File: src/rtl/reg_pkg.sv
// Shared register-file constants and writeback requester ids.
// Used by the write arbiter and any block that names architectural regs.
package reg_pkg;

  localparam logic [4:0] REG_ZERO     = 5'd0;
  localparam logic [4:0] REG_HALT_CNT = 5'd24;
  localparam logic [4:0] REG_PC_SAVE  = 5'd25;
  localparam logic [4:0] REG_SPC      = 5'd26;
  localparam logic [4:0] REG_RA       = 5'd31;

  localparam int REQ_ALU  = 0;
  localparam int REQ_LOAD = 1;
  localparam int REQ_LINK = 2;

  typedef enum logic [1:0] {
    DST_OK,
    DST_ZERO,
    DST_PROT
  } dst_kind_e;

  function automatic dst_kind_e dst_kind(
    input int unsigned addr,
    input int unsigned prot
  );
    if (addr == 0)
      return DST_ZERO;
    else if (addr == prot)
      return DST_PROT;
    else
      return DST_OK;
  endfunction

endpackage

File: src/rtl/reg_write_arbiter_if.sv
// Writeback request bundle and register-file write port.
// master = requesters/regfile side, slave = arbiter.
interface reg_write_arbiter_if #(
  parameter int NUM_REQ = 3,
  parameter int DATA_W  = 32,
  parameter int ADDR_W  = 5
);

  logic [NUM_REQ-1:0]        Req_Valid;
  logic [NUM_REQ*ADDR_W-1:0] Req_Addr;
  logic [NUM_REQ*DATA_W-1:0] Req_Data;
  logic [NUM_REQ-1:0]        Req_Ready;
  logic                      Reg_Write;
  logic [ADDR_W-1:0]         Reg_escrita;
  logic [DATA_W-1:0]         Reg_dados;

  modport master (
    output Req_Valid, Req_Addr, Req_Data,
    input  Req_Ready,
    input  Reg_Write, Reg_escrita, Reg_dados
  );

  modport slave (
    input  Req_Valid, Req_Addr, Req_Data,
    output Req_Ready,
    output Reg_Write, Reg_escrita, Reg_dados
  );

endinterface

File: src/rtl/rr_picker.sv
// Combinational round-robin picker: one-hot grant to the first
// valid index strictly after last_i, wrapping modulo N.
module rr_picker #(
  parameter int N  = 3,
  parameter int LW = $clog2(N)
) (
  input  logic [N-1:0]  valid_i,
  input  logic [LW-1:0] last_i,
  output logic [N-1:0]  grant_o
);

  logic found;
  int   idx;

  always_comb begin
    grant_o = '0;
    found   = 1'b0;
    idx     = 0;
    for (int k = 1; k <= N; k++) begin
      idx = (int'(last_i) + k) % N;
      if (!found && valid_i[idx]) begin
        grant_o[idx] = 1'b1;
        found        = 1'b1;
      end
    end
  end

endmodule

File: src/rtl/reg_write_arbiter.sv
// Round-robin arbiter for the single register-file write port,
// dropping r0 writes and trapping writes to the protected slot.
module reg_write_arbiter
  import reg_pkg::*;
#(
  parameter int NUM_REQ  = 3,
  parameter int DATA_W   = 32,
  parameter int ADDR_W   = 5,
  parameter int PROT_REG = 24,
  localparam int LW      = $clog2(NUM_REQ)
) (
  input  logic          Clock,
  input  logic          Reset,
  input  logic          Hold,
  reg_write_arbiter_if.slave bus,
  output logic          Err_Prot,
  output logic [7:0]    Err_Count,
  output logic [LW-1:0] Grant_Last
);

  logic [NUM_REQ-1:0] pick;
  logic               accept;
  logic [LW-1:0]      g_idx;
  logic [ADDR_W-1:0]  g_addr;
  logic [DATA_W-1:0]  g_data;

  logic              wr_q, wr_d;
  logic [ADDR_W-1:0] addr_q, addr_d;
  logic [DATA_W-1:0] data_q, data_d;
  logic              err_q, err_d;
  logic [7:0]        cnt_q, cnt_d;
  logic [LW-1:0]     last_q, last_d;

  rr_picker #(.N(NUM_REQ), .LW(LW)) u_pick (
    .valid_i (bus.Req_Valid),
    .last_i  (last_q),
    .grant_o (pick)
  );

  // Ready ignores the destination: filtered writes are still retired
  assign bus.Req_Ready = (Hold || Reset) ? '0 : pick;
  assign accept        = |(bus.Req_Valid & bus.Req_Ready);

  always_comb begin
    g_idx  = '0;
    g_addr = '0;
    g_data = '0;
    for (int i = 0; i < NUM_REQ; i++) begin
      if (bus.Req_Ready[i]) begin
        g_idx  = LW'(i);
        g_addr = bus.Req_Addr[i*ADDR_W +: ADDR_W];
        g_data = bus.Req_Data[i*DATA_W +: DATA_W];
      end
    end
  end

  always_comb begin
    wr_d   = 1'b0;
    addr_d = addr_q;
    data_d = data_q;
    err_d  = err_q;
    cnt_d  = cnt_q;
    last_d = last_q;
    if (accept) begin
      last_d = g_idx;
      case (dst_kind(32'(g_addr), PROT_REG))
        DST_OK: begin
          wr_d   = 1'b1;
          addr_d = g_addr;
          data_d = g_data;
        end
        DST_PROT: begin
          err_d = 1'b1;
          if (cnt_q != 8'hFF)
            cnt_d = cnt_q + 8'd1;
        end
        default: ;
      endcase
    end
  end

  always_ff @(posedge Clock) begin
    if (Reset) begin
      wr_q   <= 1'b0;
      addr_q <= '0;
      data_q <= '0;
      err_q  <= 1'b0;
      cnt_q  <= '0;
      last_q <= LW'(NUM_REQ - 1);
    end else begin
      wr_q   <= wr_d;
      addr_q <= addr_d;
      data_q <= data_d;
      err_q  <= err_d;
      cnt_q  <= cnt_d;
      last_q <= last_d;
    end
  end

  assign bus.Reg_Write   = wr_q;
  assign bus.Reg_escrita = addr_q;
  assign bus.Reg_dados   = data_q;
  assign Err_Prot        = err_q;
  assign Err_Count       = cnt_q;
  assign Grant_Last      = last_q;

endmodule

File: src/flat_wrapper.sv
// flat-port wrapper written by rule: the top's interface ports become plain ports
module reg_write_arbiter_flat import reg_pkg::*;
#(
  parameter int NUM_REQ  = 3,
  parameter int DATA_W   = 32,
  parameter int ADDR_W   = 5,
  parameter int PROT_REG = 24,
  localparam int LW      = $clog2(NUM_REQ)
)
  (Clock, Reset, Hold, Err_Prot, Err_Count, Grant_Last, bus_Req_Valid, bus_Req_Addr, bus_Req_Data, bus_Req_Ready, bus_Reg_Write, bus_Reg_escrita, bus_Reg_dados);
  reg_write_arbiter_if #(.NUM_REQ(NUM_REQ), .DATA_W(DATA_W), .ADDR_W(ADDR_W)) bus_i ();
  input  logic Clock;
  input  logic Reset;
  input  logic Hold;
  output logic Err_Prot;
  output logic [7:0] Err_Count;
  output logic [LW-1:0] Grant_Last;
  input wire logic [$bits(bus_i.Req_Valid)-1:0] bus_Req_Valid;
  input wire logic [$bits(bus_i.Req_Addr)-1:0] bus_Req_Addr;
  input wire logic [$bits(bus_i.Req_Data)-1:0] bus_Req_Data;
  output wire logic [$bits(bus_i.Req_Ready)-1:0] bus_Req_Ready;
  output wire logic [$bits(bus_i.Reg_Write)-1:0] bus_Reg_Write;
  output wire logic [$bits(bus_i.Reg_escrita)-1:0] bus_Reg_escrita;
  output wire logic [$bits(bus_i.Reg_dados)-1:0] bus_Reg_dados;
  assign bus_i.Req_Valid = bus_Req_Valid;
  assign bus_i.Req_Addr = bus_Req_Addr;
  assign bus_i.Req_Data = bus_Req_Data;
  assign bus_Req_Ready = bus_i.Req_Ready;
  assign bus_Reg_Write = bus_i.Reg_Write;
  assign bus_Reg_escrita = bus_i.Reg_escrita;
  assign bus_Reg_dados = bus_i.Reg_dados;
  reg_write_arbiter #(.NUM_REQ(NUM_REQ), .DATA_W(DATA_W), .ADDR_W(ADDR_W), .PROT_REG(PROT_REG)) u_core (.Clock(Clock), .Reset(Reset), .Hold(Hold), .bus(bus_i), .Err_Prot(Err_Prot), .Err_Count(Err_Count), .Grant_Last(Grant_Last));
endmodule
File: config.mk
export PLATFORM = sky130hd
export DESIGN_NAME = reg_write_arbiter_flat
export DESIGN_NICKNAME = d
export VERILOG_FILES = /design/src/rtl/reg_pkg.sv /design/src/rtl/reg_write_arbiter_if.sv /design/src/rtl/rr_picker.sv /design/src/rtl/reg_write_arbiter.sv /design/src/flat_wrapper.sv
export SDC_FILE = /design/constraint.sdc
export NUM_CORES = 1
export LEC_CHECK = 0
export BUFFER_PORTS_ARGS = -buffer_cell sky130_fd_sc_hd__buf_2
export CAP_MARGIN = 40
export CORE_MARGIN = 2
export CORE_UTILIZATION = 40
export CTS_CLUSTER_SIZE = 16
export DETAILED_ROUTE_END_ITERATION = 6
export GPL_TIMING_DRIVEN = 0
export PLACE_DENSITY = 0.79
export RECOVER_POWER = 100
export SYNTH_ARGS = -nofsm -noshare
export SYNTH_HDL_FRONTEND = slang
export SYNTH_SLANG_ARGS = --single-unit
export TNS_END_PERCENT = 10
File: constraint.sdc
create_clock -name Clock -period 6.4 [get_ports Clock]
set_input_delay 0.64 -clock Clock [delete_from_list [all_inputs] [get_ports Clock]]
set_output_delay 0.64 -clock Clock [all_outputs]
set_load 0.1 [all_outputs]
After elaboration in Yosys (flattened, before gate mapping)
Index checks and enable logic that the tools add are counted.
- logic and storage cells: 74
- bits in latches: 0
- bits of input ports: 117
- memories: 0
- memory bits (writable): 0
- output and inout bits: 52
- bits in read-only memories: 0
- flip-flop bits (word level): 49
- muxes and demuxes: 33
- order comparisons: 6
- multiply operators: 0
- bitwise operators: 4
- reductions and logical operators: 15
- shift operators: 0
- divide/modulo/power cells: 3
- equal/unequal tests: 3
- add/sub/neg operators: 4
- operators by type and width (cell ; count):
    $ge A32 B1 Y1 const B ; 3
    $lt A32 B4 Y1 const B ; 3
    $mod A32 B3 Y32 const B ; 3
    $mux W32 ; 3
    $mux W5 ; 3
    $mux W1 ; 13
    $mux W3 ; 4
    $add A8 B1 Y8 const B ; 1
    $mux W2 ; 4
    $ne A8 B8 Y1 const B ; 1
    $add A2 B2 Y3 const B ; 2
    $bmux W1 S2 ; 3
    $demux W1 S2 ; 3
    $or A3 B3 Y3 ; 2
    $eq A5 B5 Y1 const B ; 1
    $logic_and A1 B1 Y1 ; 5
    $logic_not A5 Y1 ; 1
    $reduce_and A2 Y1 ; 2
    $add A2 B1 Y3 const B ; 1
    $and A3 B3 Y3 ; 1
    $reduce_and A3 Y1 ; 1
    $reduce_or A3 Y1 ; 1
    $eq A2 B2 Y1 const B ; 1
    $logic_not A1 Y1 ; 2
    4 further kinds ; 4

Longest topological paths before layout
Gate-level depths: netlist (run 1).
- word-level depth: 22
- depth in mapped cells: 15
- mapped depth without buffers: 11

Hierarchy
Synthesis (run 1) repeated with hierarchy kept, for this count alone.
- cell total of the unflattened synthesis: 356
- area total of the unflattened synthesis: 3026.7 um2
- by module, submodules not included (module ; sequential area each (um2) ; area an instance (um2) ; cells an instance ; times used):
    reg_write_arbiter ; 980.9 ; 2747.6 ; 316 ; 1
    rr_picker ; 0.0 ; 279.0 ; 40 ; 1

Worst setup path after synthesis (run 1)
No wires, ideal clock.
- path type: register to register
- from: register u_core.last_q[0], in the netlist u_core.Grant_Last[0]
- to: register u_core.cnt_q[0], in the netlist u_core.Err_Count[0]
- stages on the path, launching flop included: 14
- period minus slack after synthesis: 6178 ps
- setup slack: 222 ps
- path buffers: 2
- required time: 6277 ps
- data arrival time: 6055 ps
- library setup time: 123 ps
- path through: dfxtp_1 inv_1 ha_1 buf_2 mux2i_1 o21ai_1 nor4b_1 nor2_1 nor3_1 a221oi_1 or3_1 buf_2 nor3_1 mux2_1
- elaborated cells on any way between the ends: 54
- those cells by class: 3 x add/sub; 3 x div; 6 x order compare; 2 x eq/ne; 27 x mux; 3 x bitwise; 10 x reduce/logical
- RTL lines (element ; line ; text):
    from (decl) ; reg_write_arbiter.sv:32 ; logic [LW-1:0] last_q, last_d;
    from (signal assigned) ; reg_write_arbiter.sv:89 ; last_q <= LW'(NUM_REQ - 1);
    from (signal assigned) ; reg_write_arbiter.sv:96 ; last_q <= last_d;
    branches (longest 11 deep; another with $mod A32 B3 Y32) ; n/a ;
    $mux W3 * ; rr_picker.sv:21 ; if (!found && valid_i[idx]) begin
    $mux W3 * ; reg_write_arbiter.sv:41 ; assign bus.Req_Ready = (Hold || Reset) ? '0 : pick;
    named net bus_Req_Ready[1] ; flat_wrapper.sv:21 ; output wire logic [$bits(bus_i.Req_Ready)-1:0] bus_Req_Ready;
    $mux W5 (2 in a row) ; reg_write_arbiter.sv:49 ; if (bus.Req_Ready[i]) begin
    $eq A5 B5 Y1 ; reg_pkg.sv:27 ; else if (addr == prot)
    $mux W2 ; reg_pkg.sv:27 ;
    $mux W2 ; reg_pkg.sv:25 ; if (addr == 0)
    $mux W2 ; reg_write_arbiter.sv:64 ; if (accept) begin
    $eq A2 B2 Y1 ; reg_write_arbiter.sv:66 ; case (dst_kind(32'(g_addr), PROT_REG))
    $reduce_and A3 Y1 (no source line) * ; n/a ;
    to (signal assigned) ; reg_write_arbiter.sv:95 ; cnt_q <= cnt_d;
    to (decl) ; reg_write_arbiter.sv:31 ; logic [7:0] cnt_q, cnt_d;
Mark *: on every way through the listed nets, which the timed path passes. The select of a mux whose other input is x is not followed.
A chain may end at the register's enable or synchronous reset.

Worst setup path after layout (run 1)
- from: register u_core.last_q[0], in the netlist u_core.Grant_Last[0]
- to: register u_core.cnt_q[0], in the netlist u_core.Err_Count[0]
- longest elaborated chain between the ends: 22
- elaborated cells on any way between the ends: 54
- those cells by class: 3 x add/sub; 3 x div; 6 x order compare; 2 x eq/ne; 27 x mux; 3 x bitwise; 10 x reduce/logical
- ends and longest elaborated chain (element ; line):
    branches (longest 11 deep; another with $mod A32 B3 Y32) ; n/a
    $mux W3 * ; rr_picker.sv:21
    $mux W3 * ; reg_write_arbiter.sv:41
    $mux W5 (3 in a row) ; reg_write_arbiter.sv:49
    $eq A5 B5 Y1 ; reg_pkg.sv:27
    $mux W2 ; reg_pkg.sv:27
    $mux W2 ; reg_pkg.sv:25
    $mux W2 ; reg_write_arbiter.sv:64
    $eq A2 B2 Y1 ; reg_write_arbiter.sv:66
    $reduce_and A3 Y1 (no source line) * ; n/a
Mark *: on every way between the ends. The select of a mux whose other input is x is not followed.

==> impl_metrics.json, run 1 <==
{
  "multiInputGateArea_sq_mm": 0.00181,
  "setup_viol": 0,
  "row_count": 31,
  "synth_edf_count": 0,
  "p_comb_share_pct": 29.8,
  "crit_family": "simple AND/OR/NAND/NOR gates",
  "synth_cell_types": 53,
  "r2r_slack_ns": 1.42,
  "fp.dieW_um": 90.2,
  "async_flop_share_pct": 0,
  "globalRouteTotalUtil_pct": 21.4,
  "crit_fanout": 10,
  "register_area_sq_um": 981,
  "net-switching-power_mw": 0.264,
  "synth-seq-cells": 49,
  "clock_path_buffers": 2,
  "crit_slowest_cell": "nor4_1",
  "start_util_pct": 41.2,
  "grt_pass1_wl_um": 14300,
  "core_region_area_sq_mm": 0.00721,
  "drcViolationCount": 0,
  "n_fill_cell": 750,
  "port_buffers": 167,
  "tightestPinTransition_ns": 1.21,
  "timing.hold.ws_ns": 0.479,
  "maxCapViolCount": 0,
  "grt_pass1_vias": 3028,
  "yosysTopAreaCellShare_pct": 33.0,
  "vias": 3171,
  "routed_wl_um": 9180,
  "cts-resized-gates": 0,
  "cts_root_buf": "clkbuf_8",
  "diodes": 0,
  "hold_viol": 0,
  "path_class": "reg -> reg",
  "postCtsHoldBufs": 0,
  "sw_frac_of_total_pct": 33.6,
  "ir_worst_vdd_uv": 86.7,
  "hpwlAfterDp_um": 7200,
  "drive_gt1_share_pct": 26.9,
  "clock-sinks": 49,
  "crit_top_cell": "clkbuf_1",
  "netlist.top_cell.by_area": "dfxtp_1",
  "slew_headroom_pct": 19.4,
  "outcome": "completed",
  "intPower_mw": 0.521,
  "fmax_ghz": 0.201,
  "postLayoutCoreUtil_pct": 55.2,
  "first_pass_iters": 4,
  "finalNetCount": 623,
  "via_per_inst": 5.28,
  "antenna_found_initial": 0,
  "synth_nets": 448,
  "worstHoldPathType": "reg -> reg",
  "pwr-share-clk_pct": 29.7,
  "die_h_um": 90.2,
  "area_growth_pct": 34.0,
  "layout.cells.non_filler": 601,
  "dp_cells": 593,
  "cp_data_required_time_ns": 6.59,
  "clk_latency_ns": 0.30,
  "p_leak_nw": 1.81,
  "path_cells": "inv_1 > ha_1 > clkbuf_1 > mux2i_1 > o21ai_0 > nor4b_1 > nor2_1 > nor4_1 > clkbuf_1 > a222oi_1 > or3_1 > clkbuf_1 > nor3_1 > mux2_1",
  "cp_num_buf_inv": 4,
  "clock-skew-final_ns": 0.00270,
  "design.die.area_sq_mm": 0.00813,
  "cp_slowest_stage_delay_ns": 0.66,
  "slew_violations": 0,
  "synth-warning-count": 0,
  "period_share_pct": 77.8,
  "power_density_mw_per_mm2": 197,
  "power_frac_seq_pct": 40.6,
  "fin_crit_ns": 4.98,
  "netlist_area_sq_mm": 0.00297,
  "post_cts.repair.setup_buffers": 0,
  "gp_congestion": 0.824,
  "clkSlewWorstSetupHoldPaths_ns": 0.09,
  "numCtsBuffers": 5,
  "ant_nets": 0,
  "synthCells": 326,
  "htreeDepth": 2,
  "yosysSeqAreaShare_pct": 33.0,
  "cts_tree": "built",
  "cp.arrival_ns": 5.17,
  "worstSetupStartpointType": "flop",
  "synth.avg_cell_area_sq_um": 9.11,
  "wl_per_cell_um": 15.3,
  "io_pins": 169,
  "end_kind": "flop",
  "synth_flop_cell": "dfxtp_1",
  "grt_max_degree": 16,
  "setup_tns_ns": 0,
  "grt_overflow": 0,
  "initialDrtViolationCount": 216,
  "rsz0062_at_grt": "no",
  "netlist_top_cells_area": "dfxtp_1 (33%), mux2i_1 (13%), nand2b_1 (8.4%), a22o_1 (8.0%), a21oi_1 (6.6%)"
}
-- sequential cells by signal (all words and copies together), names as in the netlist --
name and cells:
u_core.bus.Reg_dados 32, u_core.Err_Count 8, u_core.Grant_Last 2, u_core.bus.Reg_escrita 5
u_core.Err_Prot 1, u_core.bus.Reg_Write 1
-- power by group through the flow --
stage | sequential (mW) | clock [mW] | combinational, mW
global route | 0.319 | 0.251 | 0.250
detailed placement | 0.325 | 0 | 0.237
global placement | 0.325 | 0 | 0.232
CTS | 0.318 | 0.241 | 0.238
floorplan | 0.381 | 0 | 0.110
finish | 0.318 | 0.233 | 0.234
-- synth_stat cells, types with 2 or more instances --
| library cell | instances |
|---|---|
| buf_4 | 2 |
| a222oi_1 | 9 |
| nand4b_1 | 2 |
| or3_1 | 2 |
| o41ai_4 | 2 |
| nor4_1 | 2 |
| ha_1 | 5 |
| a221oi_1 | 2 |
| buf_2 | 2 |
| nor2b_1 | 4 |
| or2_0 | 2 |
| buf_1 | 2 |
| nand4_1 | 4 |
| and3_1 | 4 |
| nand2_1 | 5 |
| buf_6 | 4 |
| nor2_1 | 12 |
| nor3_1 | 5 |
| clkbuf_1 | 17 |
| mux2_1 | 2 |
| o41ai_1 | 3 |
| nand2b_1 | 40 |
| a22o_1 | 27 |
| mux2i_1 | 38 |
| dfxtp_1 | 49 |
| a21oi_1 | 39 |
| a31oi_1 | 3 |
| inv_1 | 8 |
| nand3_1 | 6 |
-- worst min-delay path, stage by stage (launching register included) --
cell and delay (ns):
dfxtp_1 0.32, nand2b_1 0.06, mux2i_1 0.06
-- final timing paths --
check	cells past startpoint	start	endpoint
setup / recovery	14	u_core.Grant_Last[0]	u_core.Err_Count[0]
hold / removal	2	u_core.bus.Reg_dados[13]	u_core.bus.Reg_dados[13]
setup reg to reg	14	u_core.Grant_Last[0]	u_core.Err_Count[0]
hold reg to reg	2	u_core.bus.Reg_dados[13]	u_core.bus.Reg_dados[13]
-- cells in the final DEF (no fill, tap or decap), types with 2 or more instances in the layout --
cell type / instances
a31oi_1: 3
o41ai_4: 2
clkbuf_8: 6
nand3_1: 6
buf_2: 115
nand4_1: 4
nand4b_1: 2
nor2b_1: 4
mux2_1: 2
a221oi_1: 2
o41ai_1: 3
buf_4: 2
nor4_1: 3
nand2b_1: 40
dfxtp_1: 49
a21oi_1: 39
ha_1: 5
or2_0: 2
and3_1: 4
nor2_1: 12
a22o_1: 27
nand2_1: 5
clkbuf_1: 73
o21ai_0: 2
or3_1: 2
a222oi_1: 9
nor3_1: 5
inv_1: 8
buf_6: 4
mux2i_1: 38
-- layout make-up --
type	count	area share [%]
Multi-Input combinational cell	241	45.4
Buffer	27	3.49
Inverter	9	0.849
Sequential cell	49	24.7
Clock inverter	2	0.943
Clock buffer	6	2.08
Tap cell	99	3.11
Timing Repair Buffer	168	19.5
-- cells by family (layout without fill, tap and decap cells) --
group	count (synthesis)	after routing	synth area share, %
AOI/OAI and AO/OA	97	97	24.9
and+or+nand+nor	97	97	19.8
DFF	49	49	33.0
muxes	41	41	13.9
buffers and inverters	36	212	5.90
adders and majority gates	5	5	2.11
xor gates and xnor gates	1	1	0.295
-- per-layer routing --
| layer | vias to the layer above | GRT usage, % | share of wire (%) | wire length [um] |
|---|---|---|---|---|
| met5 | - | 0 | 0 | 0 |
| li1 | 1571 | - | - | - |
| met1 | 1474 | 25.5 | 42 | 3850 |
| met3 | 6 | 3.94 | 5.4 | 491 |
| met4 | 0 | 5.00 | 0.74 | 68 |
| met2 | 120 | 39.7 | 52 | 4760 |
-- metrics by stage --
stage / cell area (sq um) / worst slack, ns / power [mW]
floorplan: 2970 / 0.222 / 0.492
global placement: 3930 / 1.82 / 0.557
detailed placement: 3940 / 2.05 / 0.563
CTS: 4060 / 1.96 / 0.797
global route: 3980 / 0.949 / 0.820
finish: 3980 / 1.42 / 0.785
Power figures use the tool's default switching activity.
==> inputs of run 2 (changes only) <==
ABC_AREA = 1   (was not set)
PLACE_DENSITY = 0.77   (was 0.79)
clock period = 4.65 ns   (was 6.4 ns; I/O delays follow)
==> impl_metrics.json, run 2 <==
{
  "clock_path_buffers": 2,
  "io_pins": 169,
  "fp.dieW_um": 93.4,
  "power_density_mw_per_mm2": 669,
  "outcome": "completed",
  "clock-skew-final_ns": 0.0101,
  "synth_most_common_cell": "nand2_1",
  "synth_top_family_by_area": "simple AND/OR/NAND/NOR gates",
  "wl_met2_um": 5070,
  "grt_pass1_wl_um": 15700,
  "cp_slowest_stage_delay_ns": 0.44,
  "crit_family": "buffers and inverters",
  "path_cells": "inv_1 > ha_1 > buf_6 > inv_4 > nand2_2 > nand3_2 > nand2_2 > nand3b_1 > nand3_1 > nand2_1 > inv_2 > buf_4 > clkbuf_1 > clkbuf_1 > buf_4 > clkbuf_2",
  "synth.avg_cell_area_sq_um": 6.49,
  "start_util_pct": 41.4,
  "synth-compound-area-share_pct": 13.3,
  "drive_gt1_share_pct": 23.5,
  "hpwlAfterDp_um": 8140,
  "end_kind": "output pin",
  "wl_met1_um": 4280,
  "highest_layer": "met4",
  "synthMuxAreaShare_pct": 0,
  "synth_flop_cell": "dfxtp_1",
  "synth_edf_count": 0,
  "cts-resized-gates": 0,
  "synth-seq-cells": 49,
  "diodes": 0,
  "layout.cells.non_filler": 770,
  "final_common_cell": "nand2_1",
  "cp_data_required_time_ns": 4.18,
  "worstSetupStartpointType": "flop",
  "core_region_area_sq_mm": 0.00773,
  "gp_congestion": 0.844,
  "clkSlewWorstSetupHoldPaths_ns": 0.10,
  "yosysSeqAreaShare_pct": 30.7,
  "row_count": 32,
  "finalNetCount": 789,
  "setup_viol": 0,
  "timing.hold.ws_ns": 0.451,
  "netlist_top_cells_area": "dfxtp_1 (31%), nand2_1 (18%), nand3_1 (8.4%), a22oi_1 (6.1%), o21ai_0 (4.4%)",
  "drcViolationCount": 0,
  "rsz0062_at_grt": "no",
  "port_buffers": 167,
  "first_pass_iters": 4,
  "synth_cell_types": 28,
  "synth_commonest_cells": "nand2_1 (152), nand3_1 (54), dfxtp_1 (49)",
  "numCtsBuffers": 5,
  "tightestPinTransition_ns": 1.22,
  "grt_pass1_vias": 3412,
  "area_growth_pct": 28.4,
  "fmax_ghz": 0.244,
  "clk_latency_ns": 0.31,
  "cp_num_buf_inv": 9,
  "hold_viol": 0,
  "clock-sinks": 49,
  "p_leak_nw": 2.01,
  "yosysTopAreaCellShare_pct": 30.7,
  "crit_slowest_cell": "clkbuf_2",
  "cts_tree": "built",
  "globalRouteTotalUtil_pct": 22.1,
  "maxCapViolCount": 0,
  "synth_fa_ha_area_share_pct": 1.96,
  "path_class": "reg -> out",
  "antenna_found_initial": 0,
  "synth-warning-count": 0,
  "synth_xor_area_share_pct": 1.37,
  "slew_violations": 0,
  "grt_overflow": 0,
  "largest_register_ffs": 32,
  "grt_max_degree": 17,
  "setup_tns_ns": 0,
  "ir_worst_vdd_uv": 334,
  "synth-simple-area-share_pct": 41.4,
  "worstHoldPathType": "in -> reg",
  "most-common-layout-cells": "nand2_1 (156), buf_2 (116), clkbuf_1 (66)",
  "via_per_inst": 4.91,
  "initialDrtViolationCount": 172,
  "slew_headroom_pct": 19.3,
  "wl_per_cell_um": 13.0,
  "vias": 3781,
  "netlist_area_sq_mm": 0.00320,
  "post_cts.repair.setup_buffers": 0,
  "async_flop_share_pct": 0,
  "power_mw": 2.75,
  "fin_crit_ns": 4.10,
  "synth_nets": 615,
  "dp_cells": 762,
  "htreeDepth": 2,
  "met3WireLength_um": 618,
  "netlist.top_cell.by_area": "dfxtp_1",
  "crit_fanout": 10,
  "design.die.area_sq_mm": 0.00873,
  "cts_root_buf": "clkbuf_8",
  "synthCells": 493,
  "period_share_pct": 88.3,
  "die_h_um": 93.4,
  "cp.arrival_ns": 3.64,
  "ant_nets": 0,
  "routed_wl_um": 10000,
  "postCtsHoldBufs": 0
}
[run 2: worst paths after layout]
kind	startpoint	end	slack (ns)	cells after the start
setup reg to reg	u_core.Grant_Last[0]	u_core.bus.Reg_dados[10]	0.73	21
setup / recovery	u_core.Grant_Last[0]	bus_Req_Ready[2]	0.55	16
hold / removal	bus_Req_Data[81]	u_core.bus.Reg_dados[17]	0.45	5
hold reg to reg	u_core.bus.Reg_escrita[4]	u_core.bus.Reg_escrita[4]	0.46	2
[run 2: kinds of logic after synthesis]
logic type / Yosys count
AOI/OAI and AO/OA: 71
xor gates and xnor gates: 5
adders and majority gates: 5
buffers and inverters: 78
DFF: 49
and+or+nand+nor: 285
[run 2: final cells by class]
type	count	area (sq um)
repair buffers	167	772
fillers	841	3620
plain buffers	29	155
multi-input cells	366	1790
well taps	102	128
clock inverters	3	22.5
inverters	49	189
flip-flops and latches	49	981
clock buffers	5	68.8
[run 2: metrics by stage]
step	instance area, sq um	utilization (%)	setup WS, ns
after floorplan	3200	-	0.134
after global placement	4160	53.9	1.03
after detailed placement	4160	53.9	0.979
after CTS	4250	55.1	0.622
after global routing	4110	53.2	0.228
final	4110	53.2	0.546
[run 2: per-layer routing]
layer	global-route usage, %	vias up
li1	-	1955
met5	0	-
met2	39.6	130
met1	27.4	1688
met4	4.90	0
met3	4.27	8
[run 2: where the power goes]
| group | switching (mW) | internal [mW] | total [mW] | leakage [nW] |
|---|---|---|---|---|
| Clock | 0.151 | 0.107 | 0.258 | 0.0481 |
| Combinational | 1.49 | 0.452 | 1.94 | 1.57 |
| Sequential | 0.0480 | 0.504 | 0.552 | 0.396 |
[run 2: worst min-delay path: stages]
cell     delay, ns
buf_2         0.07
nand2_1       0.04
o21ai_0       0.06
nand2_1       0.05
nand2_1       0.05
